--- config.mk ---
export PLATFORM = sky130hd
export DESIGN_NAME = uart_rx_cfg
export DESIGN_NICKNAME = d
export VERILOG_FILES = /design/src/rtl/uart_rx_cfg.sv
export SDC_FILE = /design/constraint.sdc
export NUM_CORES = 1
export LEC_CHECK = 0
export BUFFER_PORTS_ARGS = -buffer_cell sky130_fd_sc_hd__buf_2
export CORE_ASPECT_RATIO = 0.75
export CORE_UTILIZATION = 41
export DETAILED_ROUTE_END_ITERATION = 10
export GPL_ROUTABILITY_DRIVEN = 1
export PLACE_DENSITY = 0.64
export SYNTH_ARGS = -nofsm -noshare
export SYNTH_HDL_FRONTEND = slang
export SYNTH_SLANG_ARGS = --single-unit
--- constraint.sdc ---
create_clock -name clk -period 8 [get_ports clk]
set_clock_uncertainty 0.05 [all_clocks]
set_input_delay 1.6 -clock clk [delete_from_list [all_inputs] [get_ports clk]]
set_output_delay 1.6 -clock clk [all_outputs]
set_load 0.02 [all_outputs]
--- src/rtl/uart_rx_cfg.sv ---
// uart_rx_cfg: UART receiver with runtime divisor/parity, 3-sample majority voting at mid-bit
// and a valid/ready output register. Define UART_RX_CFG_PARITY_EN to build the parity stage.
module uart_rx_cfg #(
  parameter int unsigned PAYLOAD_BITS = 8,
  parameter int unsigned STOP_BITS    = 1,
  parameter int unsigned DIV_W        = 16
) (
  input  logic                    clk,
  input  logic                    resetn,
  input  logic                    uart_rxd,
  input  logic                    uart_rx_en,
  input  logic [DIV_W-1:0]        cfg_div,
  input  logic [1:0]              cfg_parity,
  input  logic                    uart_rx_ready,
  output logic                    uart_rx_valid,
  output logic [PAYLOAD_BITS-1:0] uart_rx_data,
  output logic                    uart_rx_perr,
  output logic                    uart_rx_ferr,
  output logic                    uart_rx_break,
  output logic                    uart_rx_overrun,
  output logic                    uart_rx_busy
);

  localparam int unsigned IDX_W = 4;

  typedef enum logic [2:0] {
    S_IDLE,
    S_START,
    S_DATA,
`ifdef UART_RX_CFG_PARITY_EN
    S_PARITY,
`endif
    S_STOP
  } state_t;

  state_t                  state_q, state_d;
  logic                    rx_meta, rxs;
  logic [DIV_W-1:0]        div_q, cnt_q, half_c;
  logic [IDX_W-1:0]        idx_q;
  logic                    s0_q, s1_q, armed_q;
  logic [PAYLOAD_BITS-1:0] shreg_q;
  logic                    ferr_q, nz_q;
  logic                    last_c, dec_c, maj_c, done_c;

`ifdef UART_RX_CFG_PARITY_EN
  logic [1:0] par_q;
  logic       perr_q;
  logic       par_en_c;
  assign par_en_c = (par_q == 2'b01) || (par_q == 2'b10);
`else
  logic unused_cfg_parity;
  assign unused_cfg_parity = ^cfg_parity;
  assign uart_rx_perr      = 1'b0;
`endif

  assign half_c = div_q >> 1;
  assign last_c = (cnt_q == div_q - DIV_W'(1));
  assign dec_c  = (cnt_q == half_c + DIV_W'(1));
  assign maj_c  = (s0_q & s1_q) | (s0_q & rxs) | (s1_q & rxs);

  // Two-flop synchroniser; idles high so reset never looks like a start bit
  always_ff @(posedge clk or negedge resetn) begin
    if (!resetn) begin
      rx_meta <= 1'b1;
      rxs     <= 1'b1;
    end else begin
      rx_meta <= uart_rxd;
      rxs     <= rx_meta;
    end
  end

  always_ff @(posedge clk or negedge resetn) begin
    if (!resetn) state_q <= S_IDLE;
    else         state_q <= state_d;
  end

  always_comb begin
    state_d = state_q;
    done_c  = 1'b0;
    if (!uart_rx_en) begin
      state_d = S_IDLE;
    end else begin
      case (state_q)
        S_IDLE:  if (armed_q && !rxs) state_d = S_START;
        S_START: begin
          if (dec_c && maj_c) state_d = S_IDLE;
          else if (last_c)    state_d = S_DATA;
        end
        S_DATA: begin
          if (last_c && idx_q == IDX_W'(PAYLOAD_BITS - 1)) begin
`ifdef UART_RX_CFG_PARITY_EN
            state_d = par_en_c ? S_PARITY : S_STOP;
`else
            state_d = S_STOP;
`endif
          end
        end
`ifdef UART_RX_CFG_PARITY_EN
        S_PARITY: if (last_c) state_d = S_STOP;
`endif
        S_STOP: begin
          // Final stop bit completes at its decision point to leave slack for a fast sender
          if (dec_c && idx_q == IDX_W'(STOP_BITS - 1)) begin
            state_d = S_IDLE;
            done_c  = 1'b1;
          end
        end
        default: state_d = S_IDLE;
      endcase
    end
  end

  always_ff @(posedge clk or negedge resetn) begin
    if (!resetn) begin
      div_q           <= '0;
      cnt_q           <= '0;
      idx_q           <= '0;
      s0_q            <= 1'b1;
      s1_q            <= 1'b1;
      armed_q         <= 1'b0;
      shreg_q         <= '0;
      ferr_q          <= 1'b0;
      nz_q            <= 1'b0;
      uart_rx_valid   <= 1'b0;
      uart_rx_data    <= '0;
      uart_rx_ferr    <= 1'b0;
      uart_rx_break   <= 1'b0;
      uart_rx_overrun <= 1'b0;
      uart_rx_busy    <= 1'b0;
`ifdef UART_RX_CFG_PARITY_EN
      par_q           <= 2'b00;
      perr_q          <= 1'b0;
      uart_rx_perr    <= 1'b0;
`endif
    end else if (!uart_rx_en) begin
      cnt_q           <= '0;
      idx_q           <= '0;
      armed_q         <= 1'b0;
      uart_rx_valid   <= 1'b0;
      uart_rx_data    <= '0;
      uart_rx_ferr    <= 1'b0;
      uart_rx_break   <= 1'b0;
      uart_rx_overrun <= 1'b0;
      uart_rx_busy    <= 1'b0;
`ifdef UART_RX_CFG_PARITY_EN
      uart_rx_perr    <= 1'b0;
`endif
    end else begin
      uart_rx_busy <= (state_d != S_IDLE);

      if (state_q == S_IDLE || last_c) cnt_q <= '0;
      else                             cnt_q <= cnt_q + DIV_W'(1);

      if (state_d != state_q) idx_q <= '0;
      else if (last_c)        idx_q <= idx_q + IDX_W'(1);

      if (cnt_q == half_c - DIV_W'(1)) s0_q <= rxs;
      if (cnt_q == half_c)             s1_q <= rxs;

      // Frame configuration is frozen at start detect
      if (state_q == S_IDLE && state_d == S_START) begin
        div_q  <= cfg_div;
        ferr_q <= 1'b0;
        nz_q   <= 1'b0;
`ifdef UART_RX_CFG_PARITY_EN
        par_q  <= cfg_parity;
        perr_q <= 1'b0;
`endif
      end

      if (dec_c) begin
        case (state_q)
          S_DATA: begin
            shreg_q <= {maj_c, shreg_q[PAYLOAD_BITS-1:1]};
            nz_q    <= nz_q | maj_c;
          end
`ifdef UART_RX_CFG_PARITY_EN
          S_PARITY: begin
            perr_q <= (^shreg_q) ^ maj_c ^ (par_q == 2'b10);
            nz_q   <= nz_q | maj_c;
          end
`endif
          S_STOP: begin
            ferr_q <= ferr_q | ~maj_c;
            nz_q   <= nz_q | maj_c;
          end
          default: ;
        endcase
      end

      // A line stuck low after a framing error must go high before the next start
      if (state_q == S_IDLE && rxs)             armed_q <= 1'b1;
      else if (done_c && (ferr_q || !maj_c))    armed_q <= 1'b0;

      if (done_c) begin
        uart_rx_valid   <= 1'b1;
        uart_rx_data    <= shreg_q;
        uart_rx_ferr    <= ferr_q | ~maj_c;
        uart_rx_break   <= ~(nz_q | maj_c);
        uart_rx_overrun <= uart_rx_valid & ~uart_rx_ready;
`ifdef UART_RX_CFG_PARITY_EN
        uart_rx_perr    <= perr_q;
`endif
      end else if (uart_rx_valid && uart_rx_ready) begin
        uart_rx_valid <= 1'b0;
      end
    end
  end

endmodule

# Word-level counts from Yosys, hierarchy flattened
# Cells that the tools add are included.
dict set report totals {
  ff_bits 67
  in_bits 23
  elab_cells 104
  out_inout_bits 14
}
dict set report op_classes {
  reduce_logical 20
  n_mux 36
  n_addsub 5
  bitwise_logic 11
  eq_ne 14
}
# cell count
set op_table {}
lappend op_table {{16-bit equality test} 3}
lappend op_table {{16-bit two-way mux} 2}
lappend op_table {{1-bit two-way mux} 22}
lappend op_table {{3-bit two-way mux} 6}
lappend op_table {{15-bit by 1-bit adder with 16-bit output, second input constant} 1}
lappend op_table {{16-bit by 1-bit adder with 16-bit output, second input constant} 1}
lappend op_table {{16-bit by 15-bit equality test with 1-bit output} 1}
lappend op_table {{8-bit two-way mux} 2}
lappend op_table {{15-bit by 1-bit subtractor with 16-bit output, second input constant} 1}
lappend op_table {{16-bit by 1-bit subtractor with 16-bit output, second input constant} 1}
lappend op_table {{4-bit two-way mux} 3}
lappend op_table {{3-bit one-hot mux with 4 select lines} 1}
lappend op_table {{3-bit by 1-bit != test with 1-bit output, second input constant} 3}
lappend op_table {{1-bit logical AND} 8}
lappend op_table {{3-bit by 1-bit equality test with 1-bit output, second input constant} 2}
lappend op_table {{3-bit by 2-bit equality test with 1-bit output, second input constant} 2}
lappend op_table {{2-bit AND reduction} 3}
lappend op_table {{4-bit by 1-bit adder with 4-bit output, second input constant} 1}
lappend op_table {{1-bit AND} 4}
lappend op_table {{4-bit by 3-bit equality test with 1-bit output, second input constant} 1}
lappend op_table {{4-bit zero test} 1}
lappend op_table {{1-bit bitwise OR} 4}
lappend op_table {{3-bit zero test} 1}
lappend op_table {{3-bit != test} 1}
lappend op_table {{7 further kinds} 11}

# Depth between registers and ports, before layout
dict set report depth {
  word_depth 12
  ltp_mapped 14
  ltp_nobuf 10
}

# Least setup slack after synthesis
# Ideal clock, no wire load.
dict set report synth_timing {
  path_type {register to register}
  from {reg div_q[2]}
  to {reg div_q[10]}
  t_arrival_ps 2985
  setup_ps 125
  t_required_ps 7825
  path_stages_with_launch 14
  period_less_slack_ps 3161
  path_buffers 3
  slack_ps 4839
  cell_sequence {dfrtp_1 > buf_4 > inv_1 > ha_1 > buf_2 > nor3b_2 > nand4_2 > xnor2_1 > a2111oi_1 > o2111ai_1 > nor4_4 > o211ai_4 > buf_8 > mux2_4}
}
dict set report synth_via {
  elab_chain_cells 9
  word_cells_on_any_way 16
  cone_classes {add/sub: 2; eq/ne: 3; mux: 6; reduce/logical: 5}
}
# item line
set synth_lines {}
lappend synth_lines {{start, declared} 38} ;# logic [DIV_W-1:0] div_q, cnt_q, half_c;
lappend synth_lines {{start signal, assigned} 162} ;# div_q <= cfg_div;
lappend synth_lines {{16-bit by 1-bit subtractor with 16-bit output / 15-bit by 1-bit adder with 16-bit output (equally long branches)} {57, 58}}
lappend synth_lines {{16-bit equality test (on tied branches)} {57, 58}}
lappend synth_lines {{3-bit two-way mux (tied with other cells)} 87} ;# else if (last_c) state_d = S_DATA;
lappend synth_lines {{3-bit two-way mux (on tied branches)} {86, 103, 90}}
lappend synth_lines {{3-bit one-hot mux with 4 select lines *} 83} ;# case (state_q)
lappend synth_lines {{3-bit two-way mux *} 80} ;# if (!uart_rx_en) begin
lappend synth_lines {{3-bit by 1-bit equality test with 1-bit output *} 161} ;# if (state_q == S_IDLE && state_d == S_START) begin
lappend synth_lines {{1-bit logical AND *} 161}
lappend synth_lines {{2-bit AND reduction (no line) *} n/a}
# Mark *: on every way between the ends. The rest lies on a longest branch, timed or not.
# A chain may end at the register's enable or synchronous reset.

# Worst setup path in the final report
dict set report layout_timing {
  from {reg div_q[2]}
  to {reg div_q[14]}
}
# Same word-level chain as after synthesis.

==> reports/metrics.cfg <==
[clock_network]
htree_levels=3
post_cts_buffers=0
cts_tree=done
worstSkewPairLatency_ns=0.33
ctsHoldBuffers=0
cts_root_buffer=clkbuf_16
numCtsBuffers=9
clk_pin_slew_ns=0.05
clock_sinks=67
ctsResizeCount=0
cts_buffer_depth=2

[grt]
grt_use_total_pct=20.2
antenna_found_initial=0
grt_pass1_vias=3547
grt_max_degree=68
grt_pass1_wl_um=18800
grt_overflow=0

[logic_synthesis]
synth_edf_count=0
avgSynthCellArea_sq_um=9.66
syn_area_sq_um=4750
async_flop_share_pct=100
ys_ff_latch=67
synth.distinct_cells=80
synthCells=492
yosys_warnings=0
synthFlopType=dfrtp_1
ys_seq_area_share_pct=35.4

[worst_setup_path]
start_kind=flop
arrival_ns=4.20
slowest_delay_ns=0.56
crit_start=div_q[2]
crit_fanout=18
required_ns=8.16
path_cells=inv_1 > ha_1 > nor3b_2 > nand4_2 > xnor2_1 > a2111oi_1 > o2111ai_1 > nor4_4 > o211ai_4 > mux2_4
cp.buffers_inverters=1
cp_top_family=compound AO/OA/AOI/OAI gates
end_kind=flop
path_class=reg2reg
r2r-start=div_q[2]
cpMaxStageDelayCell=dfrtp_1

[final_layout]
fin_area_sq_um=5230
nNetsFinal=529
layout_commonest_cell=dfrtp_1
layoutNonFillerInstCount=645
syn_to_final_growth_pct=10.0
regArea_sq_um=1680
fillers=1036
final_cell_mix=63 x dfrtp_1, 42 x nor2_1, 39 x xnor2_1
multi_input_area_sq_um=2780
diodes=0
drive_gt1_share_pct=19.2

[pwr]
total_power_mw=1.29
p_per_area_nw_per_um2=246
leakage_nw=2.25
ir_worst_vdd_uv=115

[placement]
placed_cell_area_sq_um=4880
place_hpwl_um=8390
portBuffers=33
post-place-cells=629
place.gp.congestion=0.892

[sta]
finalMaxSlewViolations=0
min_period_ns=4.04
fin_crit_sh_pct=50.5
maxSlewHeadroom_pct=43.5
clock.fmax_mhz=248
finalSetupViolations=0
tightest_slew_ns=0.848
rsz0062_at_grt=false
fin_setup_tns_ns=0
hold_viol=0
hold_slack_ns=0.311

[drt]
vias=3793
wirelength_um=11400
routed_via_density=5.88
drc=0
drt-initial-drc-count=264
wl_per_cell_um=17.6
first_pass_iters=5
drt.antenna.violating_nets=0

[run_status]
status=completed

[floorplanning]
rows=33
core_area_sq_um=11100
die_x_um=126
die_y_um=95.2
fp.dieArea_sq_um=12000
start_util_pct=42.8
ioPinCount=37

[worst_hold_path]
hp-class=reg2reg
min-delay-start=rx_meta

[job]
cap_violations=0

-- worst reg2reg max path, stage by stage, from the launching register on --
cell and delay, ns:
dfrtp_1 0.56, inv_1 0.19, ha_1 0.32, nor3b_2 0.31
nand4_2 0.22, xnor2_1 0.22, a2111oi_1 0.44, o2111ai_1 0.43
nor4_4 0.42, o211ai_4 0.34, mux2_4 0.42
-- synth_stat cells (all sizes together), types with 3 or more instances --
master	count	share of area [%]
nor2b	5	0.66
inv	17	1.3
mux2	28	7.3
buf	24	3.7
nand3	27	3.3
dfstp	4	2.2
mux2i	3	0.63
and2	4	0.53
nand4b	3	0.55
dfrtp	63	33
nand2	34	2.7
clkbuf	14	1.1
or3	3	0.39
o2111ai	4	0.74
nand2b	4	0.53
a21oi	18	2.1
nor3	14	2.2
a32o	10	2.1
o31ai	3	0.47
nor4	10	2.1
nand4	10	1.9
a21o	3	0.47
and4	3	0.61
xnor2	39	7.2
a31oi	5	0.66
nand3b	4	1.1
nor2	42	3.3
nor4b	4	1.1
o21ai	9	0.95
ha	6	1.6
xor2	28	5.2
and3	13	1.7
-- worst paths after layout --
check | to | slack (ns) | cells past startpoint
worst max-delay path | div_q[14] | 3.96 | 10
worst min-delay path | rxs | 0.31 | 0
worst max register to register | div_q[14] | 3.96 | 10
worst min register to register | rxs | 0.31 | 0
max in group asynchronous | cnt_q[4] | 5.93 | 2
min in group asynchronous | div_q[6] | 1.39 | 2
-- final cells by class --
type                            count  area share, %
Clock buffer                       10           4.57
Clock inverter                      6           2.15
Inverter                           17           1.22
Multi-Input combinational cell    371           53.2
Sequential cell                    67           32.2
Tap cell                          140           3.35
Timing Repair Buffer               34           3.30
-- kinds of logic (layout without fill, tap and decap cells) --
family,Yosys count,in the layout,share of synthesized area (%)
AO/OA/AOI/OAI,75,75,11.9
other,1,2,0.0789
XOR/XNOR,67,67,12.3
multiplexers,31,31,7.98
buffers and inverters,55,67,6.13
AND/OR/NAND/NOR,189,189,24.4
flip-flops,67,67,35.4
adder cells (fa/ha/maj),7,7,1.79
-- report_power, final --
group	internal, mW	leakage, nW	switching [mW]
clock network	0.313	0.173	0.149
logic	0.165	1.18	0.184
registers	0.367	0.892	0.107
-- registers in the layout, indices dropped and copies added, names as in the netlist, 3 cells and up --
name and cells:
cnt_q 16, div_q 16, idx_q 4, shreg_q 8, state_q 3, uart_rx_data 8
-- routing by layer --
| metal | vias up | routed length, um | GRT usage (%) |
|---|---|---|---|
| met2 | 112 | 4860 | 29.9 |
| met3 | 12 | 650 | 4.15 |
| met4 | 0 | 145 | 6.73 |
| met1 | 1895 | 5700 | 29.3 |
| li1 | 1774 | - | - |
| met5 | - | 0 | 0 |
-- stage by stage --
step / worst slack (ns) / util, %
2_1_floorplan: 4.84 / -
3_3_place_gp: 4.09 / 43.9
3_5_place_dp: 4.01 / 43.9
4_1_cts: 3.99 / 47.1
5_1_grt: 3.77 / 47.1
6_report: 3.96 / 47.1
(Power assumes the default switching activity.)
